File: src/rtl/mod_counter.sv
// mod_counter: parametrised modulo-N up/down counter with enable, synchronous
// parallel load, registered wrap pulse and a zero flag.
// Optional feature: define MOD_COUNTER_PRESCALE_EN to insert a divider on CE so
// that only every PRESCALE-th enabled cycle advances the count.
module mod_counter #(
    parameter int     WIDTH    = 4,
    parameter longint MODULUS  = 16,
    parameter int     PRESCALE = 4
) (
    input  logic             CLK,
    input  logic             RESET,
    input  logic             CE,
    input  logic             UP,
    input  logic             LOAD,
    input  logic [WIDTH-1:0] DATA,
    output logic [WIDTH-1:0] O,
    output logic             COUT,
    output logic             ZERO
);

    // The modulus and last legal value are held one bit wider than the count so
    // that MODULUS = 2**WIDTH is representable and compares correctly.
    localparam logic [WIDTH:0]   MOD_EXT  = (WIDTH+1)'(MODULUS);
    localparam logic [WIDTH:0]   LAST_EXT = (WIDTH+1)'(MODULUS - 1);
    localparam logic [WIDTH-1:0] LAST_VAL = LAST_EXT[WIDTH-1:0];

    // Reject illegal configurations at elaboration time.
    generate
        if (WIDTH < 1 || WIDTH > 32) begin : g_bad_width
            $error("mod_counter: WIDTH must be in 1..32");
        end
        if (MODULUS < 2 || MODULUS > (longint'(1) << WIDTH)) begin : g_bad_modulus
            $error("mod_counter: MODULUS must satisfy 2 <= MODULUS <= 2**WIDTH");
        end
        if (PRESCALE < 2) begin : g_bad_prescale
            $error("mod_counter: PRESCALE must be at least 2");
        end
    endgenerate

    logic [WIDTH-1:0] count_q;
    logic [WIDTH-1:0] count_d;
    logic             cout_q;
    logic             cout_d;
    logic             step;

    logic [WIDTH:0]   countExt;
    logic [WIDTH:0]   dataExt;
    logic [WIDTH:0]   incExt;
    logic             upWrap;
    logic             downWrap;
    logic [WIDTH-1:0] upNext;
    logic [WIDTH-1:0] downNext;
    logic [WIDTH-1:0] loadVal;

    assign countExt = {1'b0, count_q};
    assign dataExt  = {1'b0, DATA};
    assign incExt   = countExt + (WIDTH+1)'(1);

    // An up step wraps when the widened increment reaches the modulus.
    assign upWrap   = (incExt == MOD_EXT);
    assign downWrap = (count_q == '0);
    assign upNext   = upWrap ? '0 : incExt[WIDTH-1:0];
    assign downNext = downWrap ? LAST_VAL : (count_q - WIDTH'(1));

    // Out-of-range load values clamp to the last legal count.
    assign loadVal  = (dataExt < MOD_EXT) ? DATA : LAST_VAL;

`ifdef MOD_COUNTER_PRESCALE_EN
    localparam int               DIV_W    = (PRESCALE > 1) ? $clog2(PRESCALE) : 1;
    localparam logic [DIV_W-1:0] DIV_LAST = DIV_W'(PRESCALE - 1);

    logic [DIV_W-1:0] div_q;
    logic [DIV_W-1:0] div_d;

    // Divider advances on each enabled cycle, returns to 0 after its last value,
    // freezes while CE is low and is cleared by a load.
    always_comb begin
        div_d = div_q;
        if (LOAD) begin
            div_d = '0;
        end else if (CE) begin
            div_d = (div_q == DIV_LAST) ? '0 : (div_q + DIV_W'(1));
        end
    end

    // Divider register, cleared by reset.
    always_ff @(posedge CLK) begin
        if (RESET) begin
            div_q <= '0;
        end else begin
            div_q <= div_d;
        end
    end

    assign step = CE && (div_q == DIV_LAST);
`else
    assign step = CE;
`endif

    // Next count and wrap pulse: load beats a step, and the pulse is only
    // raised by a step that wraps.
    always_comb begin
        count_d = count_q;
        cout_d  = 1'b0;
        if (LOAD) begin
            count_d = loadVal;
        end else if (step) begin
            if (UP) begin
                count_d = upNext;
                cout_d  = upWrap;
            end else begin
                count_d = downNext;
                cout_d  = downWrap;
            end
        end
    end

    // Count and wrap-pulse registers with synchronous reset taking priority.
    always_ff @(posedge CLK) begin
        if (RESET) begin
            count_q <= '0;
            cout_q  <= 1'b0;
        end else begin
            count_q <= count_d;
            cout_q  <= cout_d;
        end
    end

    assign O    = count_q;
    assign COUT = cout_q;
    assign ZERO = (count_q == '0);

endmodule
File: config.mk
export PLATFORM = sky130hd
export DESIGN_NAME = mod_counter
export DESIGN_NICKNAME = d
export VERILOG_FILES = /design/src/rtl/mod_counter.sv
export SDC_FILE = /design/constraint.sdc
export NUM_CORES = 1
export LEC_CHECK = 0
export ABC_AREA = 1
export CAP_MARGIN = 20
export CELL_PAD_IN_SITES_DETAIL_PLACEMENT = 0
export CELL_PAD_IN_SITES_GLOBAL_PLACEMENT = 1
export CORE_MARGIN = 2
export CORE_UTILIZATION = 30
export CTS_CLUSTER_DIAMETER = 200
export CTS_CLUSTER_SIZE = 30
export DETAILED_ROUTE_END_ITERATION = 16
export GPL_TIMING_DRIVEN = 0
export PLACE_DENSITY = 0.79
export SYNTH_ARGS = -nofsm -noshare
export SYNTH_HDL_FRONTEND = slang
export SYNTH_SLANG_ARGS = --single-unit
File: constraint.sdc
create_clock -name CLK -period 3.3 [get_ports CLK]
set_input_delay 0.66 -clock CLK [delete_from_list [all_inputs] [get_ports CLK]]
set_output_delay 0.66 -clock CLK [all_outputs]
set_load 0.03 [all_outputs]
==> metrics.md, run 1 <==
| Metric | Value |
|---|---|
| Synth Net Count | 69 |
| Layout fillers | 134 |
| Worst R2R Setup Slack | 1.98 ns |
| 1st-iter DRT viols | 10 |
| Clock skew | 0.00121 ns |
| Top-count cell post-synth | nand2_1 |
| CP Max Fanout | 7 |
| Slew headroom | 79.3% |
| Global-route wire length before repair | 1490 um |
| Vias in the first global route | 389 |
| Gate Count Post-Synth | 58 |
| Fin area | 583 sq um |
| Clk_lat worst skew | 0.25 ns |
| CTS max path bufs | 2 |
| Via Count | 421 |
| Count of final hold-check violations | 0 |
| Reg clk slew, reported paths | 0.05 ns |
| Root Buffer | clkbuf_4 |
| Register area share after synthesis | 25.2% |
| Synth top area share | 25.2% |
| Share of layout cells above drive strength 1 | 18.4% |
| Ys Warns | 0 |
| Core area | 0.00127 sq mm |
| GR Util All Layers | 14.0% |
| Peak VDD IR | 0.245 mV |
| Ys flop type | dfxtp_1 |
| Final Critical Period | 2.40 ns |
| Data arrival, critical path | 1.74 ns |
| Initial antenna violation count | 0 |
| Worst slew pin tran | 0.309 ns |
| Slowest cell on the critical path | clkdlybuf4s50_1 |
| Placement Rows | 13 |
| Max Cap Violations | 0 |
| CP startpoint | O[0] |
| H-tree levels | 1 |
| Die W | 40.4 um |
| CTS tree | yes |
| DRT antenna net count | 0 |
| Hold Path Class | reg2reg |
| Total die area | 0.00163 sq mm |
| Cell area after synthesis | 398 sq um |
| Worst Path Required | 2.64 ns |
| Ant. Diodes | 0 |
| EDFF count, synth | 0 |
| Setup TNS | 0 ns |
| Largest area contributor in the netlist | dfxtp_1 |
| Post-synth ARST share | 0% |
| Nets | 88 |
| Multi-input gate area | 256 sq um |
| Critical path's most frequent cell | inv_1 |
| Seq cells post-synth | 5 |
| CP peak stage delay | 0.57 ns |
| Max-slew violation count | 0 |
| Tcrit/Tclk final | 72.7% |
| Sink Count | 5 |
| Critical path depth | 5 |
| CP endpoint kind | primary output |
| Final setup vio count | 0 |
| FF-to-FF Start | O[0] |
| Family with the most delay on the worst path | buffers and inverters |
| Largest net degree at the start of global routing | 8 |
| CP Cell Sequence | inv_1 > ha_1 > nand2_1 > inv_1 > clkdlybuf4s50_1 |
| Die H | 40.4 um |
| Unrepaired setup endpoints after global routing | false |
| Post-CTS Setup Bufs | 0 |
| Pwr dens | 388 mW/mm^2 |
| Largest cells by area after synthesis | dfxtp_1, nand2_1, nand3_1, ha_1, inv_1 |
| Distinct cells, synth | 21 |
| Total CTS buffers | 3 |
| Initial core utilization | 31.4% |
| Io pins | 15 |
| R2r worst-path depth | 7 |
| Drt drc | 0 |
| Routed WL per cell | 9.70 um |
| Mean Syn Cell Area | 6.86 sq um |
| DP Wirelength | 700 um |
| Area growth syn-to-layout | 46.5% |
| Status | completed |
| Storage cell area | 100 sq um |
| Crit path to | ZERO |
| Router iterations before antenna repair | 4 |
| Synth top cells by count | nand2_1, inv_1, nand3_1, dfxtp_1, nor2_1 |
| Via-to-Cell Ratio | 4.63 |
| Post-cts sizing count | 0 |
| CP startpoint kind | flip-flop |
| IO buf count | 14 |
| Kind of critical path | reg2out |
| WP buf/inv | 3 |
| Hold buffer count at CTS | 0 |
| RePlAce Congestion | 0.730 |
| Routed wire length | 883 um |
| Congestion Overflow GR | 0 |
| Max frequency | 0.417 GHz |
| Placed Area | 557 sq um |
| Leakage | 0.255 nW |
| Worst R2R End | O[2] |
-- how the worst min path moves through the flow --
stage / startpoint / end / slack [ns] / cells after the start
2_1_floorplan: O[0] / O[0] / 0.64 / 2
3_3_place_gp: O[0] / O[0] / 0.55 / 2
3_5_place_dp: O[0] / O[0] / 0.55 / 2
4_1_cts: O[0] / O[0] / 0.56 / 2
5_1_grt: O[0] / O[0] / 0.60 / 2
6_report: O[0] / O[0] / 0.56 / 2
-- cell families (layout without fill, tap and decap cells) --
logic type / count (synthesis) / in the layout / share of synthesized area, %
adder cells (fa/ha/maj): 2 / 2 / 6.29
AO/OA/AOI/OAI: 6 / 6 / 10.1
flip-flops: 5 / 5 / 25.2
XOR/XNOR: 2 / 2 / 4.40
AND/OR/NAND/NOR: 34 / 34 / 43.7
buffers and inverters: 9 / 27 / 10.4
-- report_power, final --
group | switching, mW | internal (mW) | total [mW]
logic | 0.0429 | 0.0373 | 0.0802
registers | 0.00715 | 0.0650 | 0.0722
clock network | 0.0282 | 0.0459 | 0.0741
total | 0.0783 | 0.148 | 0.226
-- flip-flops by register name, summed over array words and instances, names as in the netlist --
signal,count
O,4
COUT,1
-- cell type report --
class                           count  share of cell area, %
Inverter                            8                   5.15
Timing Repair Buffer               14                   24.0
Multi-Input combinational cell     44                   44.0
Clock buffer                        4                   4.51
Buffer                              1                   1.93
Tap cell                           15                   3.22
Sequential cell                     5                   17.2
-- per-layer routing --
metal / vias to the layer above / global-route usage, % / wire length, um
li1: 222 / - / -
met1: 187 / 17.7 / 425
met2: 10 / 21.4 / 414
met5: - / 0 / 0
met4: 0 / 10.0 / 9
met3: 2 / 1.67 / 34
-- cell usage in the layout, fill, tap and decap left out, drive strengths merged --
master,count
nand2,16
clkdlybuf4s50,14
inv,8
nand3,8
nor2,8
dfxtp,5
clkbuf,4
a21oi,3
ha,2
buf,1
xnor2,1
a31oi,1
nand4,1
o21a,1
nor4,1
xor2,1
a22oi,1
-- stage by stage --
| step | hold slack, ns | instances | utilization, % | setup WS, ns | total power [mW] |
|---|---|---|---|---|---|
| 6_report | 0.563 | 91 | 46.0 | 0.902 | 0.226 |
| 4_1_cts | 0.562 | 91 | 46.0 | 0.902 | 0.229 |
| 3_5_place_dp | 0.554 | 87 | 43.9 | 1.17 | 0.154 |
| 3_3_place_gp | 0.550 | 87 | 43.9 | 1.18 | 0.153 |
| 5_1_grt | 0.596 | 91 | 46.0 | 0.814 | 0.239 |
| 2_1_floorplan | 0.641 | 58 | - | 1.51 | 0.122 |
-- worst min-delay path: cells and delay by family (launching register included) --
kind,cells,cell delay (ns)
DFF,1,0.37
and+or+nand+nor,1,0.09
AOI/OAI and AO/OA,1,0.05
Note: power is estimated with default switching activity, not from simulation.
==> inputs of run 2 (changes only) <==
--- a/config.mk
+++ b/config.mk
@@ -10,12 +10,12 @@
 export CELL_PAD_IN_SITES_DETAIL_PLACEMENT = 0
 export CELL_PAD_IN_SITES_GLOBAL_PLACEMENT = 1
 export CORE_MARGIN = 2
-export CORE_UTILIZATION = 30
+export CORE_UTILIZATION = 25
 export CTS_CLUSTER_DIAMETER = 200
 export CTS_CLUSTER_SIZE = 30
 export DETAILED_ROUTE_END_ITERATION = 16
 export GPL_TIMING_DRIVEN = 0
-export PLACE_DENSITY = 0.79
+export PLACE_DENSITY = 0.7
 export SYNTH_ARGS = -nofsm -noshare
 export SYNTH_HDL_FRONTEND = slang
 export SYNTH_SLANG_ARGS = --single-unit
==> constraint.sdc (replaced) <==
create_clock -name CLK -period 2.1 [get_ports CLK]
set_input_delay 0.42 -clock CLK [delete_from_list [all_inputs] [get_ports CLK]]
set_output_delay 0.42 -clock CLK [all_outputs]
set_load 0.03 [all_outputs]
==> run 2 against run 1 <==
  * Sequential cell count did not move
  * Non-clock buffer count unchanged
  * Setup slack got worse by 0.70 ns
  * Global-route usage decreased by 3.3 points
  * Utilization decreased by 7.3 points
  * Sequential power up 57%
  * Worst hold slack lost 0.013 ns
  * Highest routed layer unchanged
==> metrics.md, run 2 (synthesized netlist as in run 1, its figures left out) <==
| Metric | Value |
|---|---|
| Status | completed |
| Die W | 43.9 um (+8.6%) |
| Io pins | 15 (unchanged) |
| Max frequency | 0.528 GHz |
| GR Layer Usage met1 | 14.3% (-3.4 points) |
| H-tree levels | 1 (unchanged) |
| Leakage | 0.257 nW (+0.86%) |
| Placement Rows | 14 (+1) |
| IO buf count | 14 (unchanged) |
| RePlAce Congestion | 0.744 (+1.9%) |
| Area growth syn-to-layout | 46.5% (unchanged) |
| DP Wirelength | 709 um (+1.3%) |
| Most frequent cells in the layout | nand2_1, clkdlybuf4s50_1, inv_1, nand3_1 |
| Root Buffer | clkbuf_4 |
| Vias in the first global route | 369 (-5.1%) |
| Commonest non-fill, non-tap cell in the layout | nand2_1 |
| Unrepaired setup endpoints after global routing | false |
| Core area | 0.00151 sq mm (+19%) |
| Ant. Diodes | 0 (unchanged) |
| Total die area | 0.00193 sq mm (+18%) |
| Slew headroom | 79.5% (+0.24 points) |
| Fin area | 583 sq um (unchanged) |
| DP Worst Slack | 0.221 ns (-0.950 ns) |
| Global-route wire length before repair | 1500 um (+0.94%) |
| CP startpoint kind | flip-flop |
| Final Critical Period | 1.90 ns |
| Met2 Resource Use GR | 15.6% (-5.8 points) |
| Family with the most delay on the worst path | buffers and inverters |
| CTS max path bufs | 2 (unchanged) |
| GR Util met3 | 1.67% (unchanged) |
| Hold buffer count at CTS | 0 (unchanged) |
| Hold-critical path endpoint | O[0] |
| CP endpoint kind | primary output |
| Critical path's most frequent cell | inv_1 |
| Drt drc | 0 (unchanged) |
| Die H | 43.9 um (+8.6%) |
| Post-CTS Setup Bufs | 0 (unchanged) |
| Data arrival, critical path | 1.48 ns (-0.26 ns) |
| Max Cap Violations | 0 (unchanged) |
| Routed WL per cell | 10.0 um (+3.2%) |
| CP Cell Sequence | inv_1 > ha_1 > nand2_1 > inv_1 > dlygate4sd2_1 |
| WP buf/inv | 3 (unchanged) |
| Worst Path Required | 1.68 ns (-0.96 ns) |
| Kind of critical path | reg2out |
| Worst hold stages | 2 (unchanged) |
| Pwr dens | 613 mW/mm^2 (+58%) |
| Clk_lat worst skew | 0.25 ns (about the same) |
| Congestion Overflow GR | 0 (unchanged) |
| Count of final hold-check violations | 0 (unchanged) |
| Max-slew violation count | 0 (unchanged) |
| Clock skew | 0.00448 ns (+0.00328 ns) |
| DRT antenna net count | 0 (unchanged) |
| Initial antenna violation count | 0 (unchanged) |
| Worst R2R Setup Slack | 0.80 ns (-1.18 ns) |
| Sink Count | 5 (unchanged) |
| R2r worst-path depth | 8 (+1) |
| Total CTS buffers | 3 (unchanged) |
| Share of layout cells above drive strength 1 | 18.4% (unchanged) |
| GR Util All Layers | 10.7% (-3.3 points) |
| CP peak stage delay | 0.43 ns (-0.14 ns) |
| Setup ws final | 0.204 ns (-0.698 ns) |
| Router iterations before antenna repair | 4 (unchanged) |
| Nets | 88 (unchanged) |
| Largest net degree at the start of global routing | 8 (unchanged) |
| Reg clk slew, reported paths | 0.05 ns (about the same) |
| Hold Path Class | reg2reg |
| Worst Min Path Start | O[0] |
| Slowest cell on the critical path | dfxtp_1 |
| Flip-flop count of the largest register after layout | 4 (unchanged) |
| FF-to-FF Start | O[0] |
| Initial core utilization | 26.4% (-4.9 points) |
| Setup TNS | 0 ns (unchanged) |
| Worst R2R End | O[3] |
| 1st-iter DRT viols | 8 (-2) |
| Worst slew pin tran | 0.306 ns (-0.00365 ns) |
| CP Max Fanout | 7 (unchanged) |
| Most Used Layer, Global Route | met2 |
| WHS | 0.551 ns (-0.0127 ns) |
| Tcrit/Tclk final | 90.3% |
| Final setup vio count | 0 (unchanged) |
| Routed wire length | 921 um (+4.3%) |
| Placed Area | 558 sq um (+0.22%) |
| Via Count | 424 (+0.71%) |
| CTS tree | yes |
| Post-cts sizing count | 1 (+1) |
| Peak VDD IR | 0.226 mV (-7.7%) |
| Via-to-Cell Ratio | 4.61 (-0.38%) |
[run 2: cell types whose count changed in the layout (fill, tap and decap cells not counted)]
| cell | previous run | this run |
|---|---|---|
| clkdlybuf4s50_1 | 14 | 13 |
| dlygate4sd2_1 | 0 | 1 |
[run 2: worst reg2reg max path: stages, from the launching register on]
cell	delay [ns]
dfxtp_1	0.43
inv_1	0.11
ha_1	0.24
nand3_2	0.11
nand2_1	0.05
inv_1	0.06
nand3_2	0.07
nand2_2	0.06
a21oi_2	0.04
[run 2: how the worst max path moves through the flow]
stage               cells after the start  startpoint    to
finish                                  5        O[0]  ZERO
floorplan                               4        O[0]  ZERO
global route                            5        O[0]  ZERO
CTS                                     5        O[0]  ZERO
global placement                        5        O[0]  ZERO
detailed placement                      5        O[0]  ZERO
[run 2: metrics by stage]
step           util, %  power (mW)  instances
2_1_floorplan        -       0.192         58
3_3_place_gp      37.0       0.242         88
3_5_place_dp      37.0       0.241         88
4_1_cts           38.7       0.362         92
5_1_grt           38.7       0.383         92
6_report          38.7       0.357         92
[run 2: metal layers]
metal | vias to the layer above | part of all wire [%] | wire (um)
met5 | - | 0 | 0
met4 | 0 | 2.5 | 23
met3 | 2 | 3.3 | 30
met2 | 10 | 47 | 430
met1 | 185 | 47 | 437
li1 | 227 | - | -
[run 2: area by class of cell]
cell class	count	area [sq um]
inverter	8	30.0
buffer	1	11.3
timing repair buffer	14	139
sequential	5	100
fill	160	923
multi-input combinational	44	256
clock buffer	4	26.3
tap	16	20.0
[run 2: power by group]
| part | switching, mW | leakage, nW | internal [mW] | total (mW) |
|---|---|---|---|---|
| sequential | 0.0109 | 0.0413 | 0.102 | 0.113 |
| combinational | 0.0664 | 0.201 | 0.0566 | 0.123 |
| clock | 0.0490 | 0.0150 | 0.0725 | 0.121 |
==> inputs of run 3 (changes only) <==
--- a/config.mk
+++ b/config.mk
@@ -15,6 +15,7 @@
 export CTS_CLUSTER_SIZE = 30
 export DETAILED_ROUTE_END_ITERATION = 16
 export GPL_TIMING_DRIVEN = 0
+export HOLD_SLACK_MARGIN = 0.08
 export PLACE_DENSITY = 0.7
 export SYNTH_ARGS = -nofsm -noshare
 export SYNTH_HDL_FRONTEND = slang
==> results of run 3 <==
Final layout, timing and power as in run 2 (identical DEF).
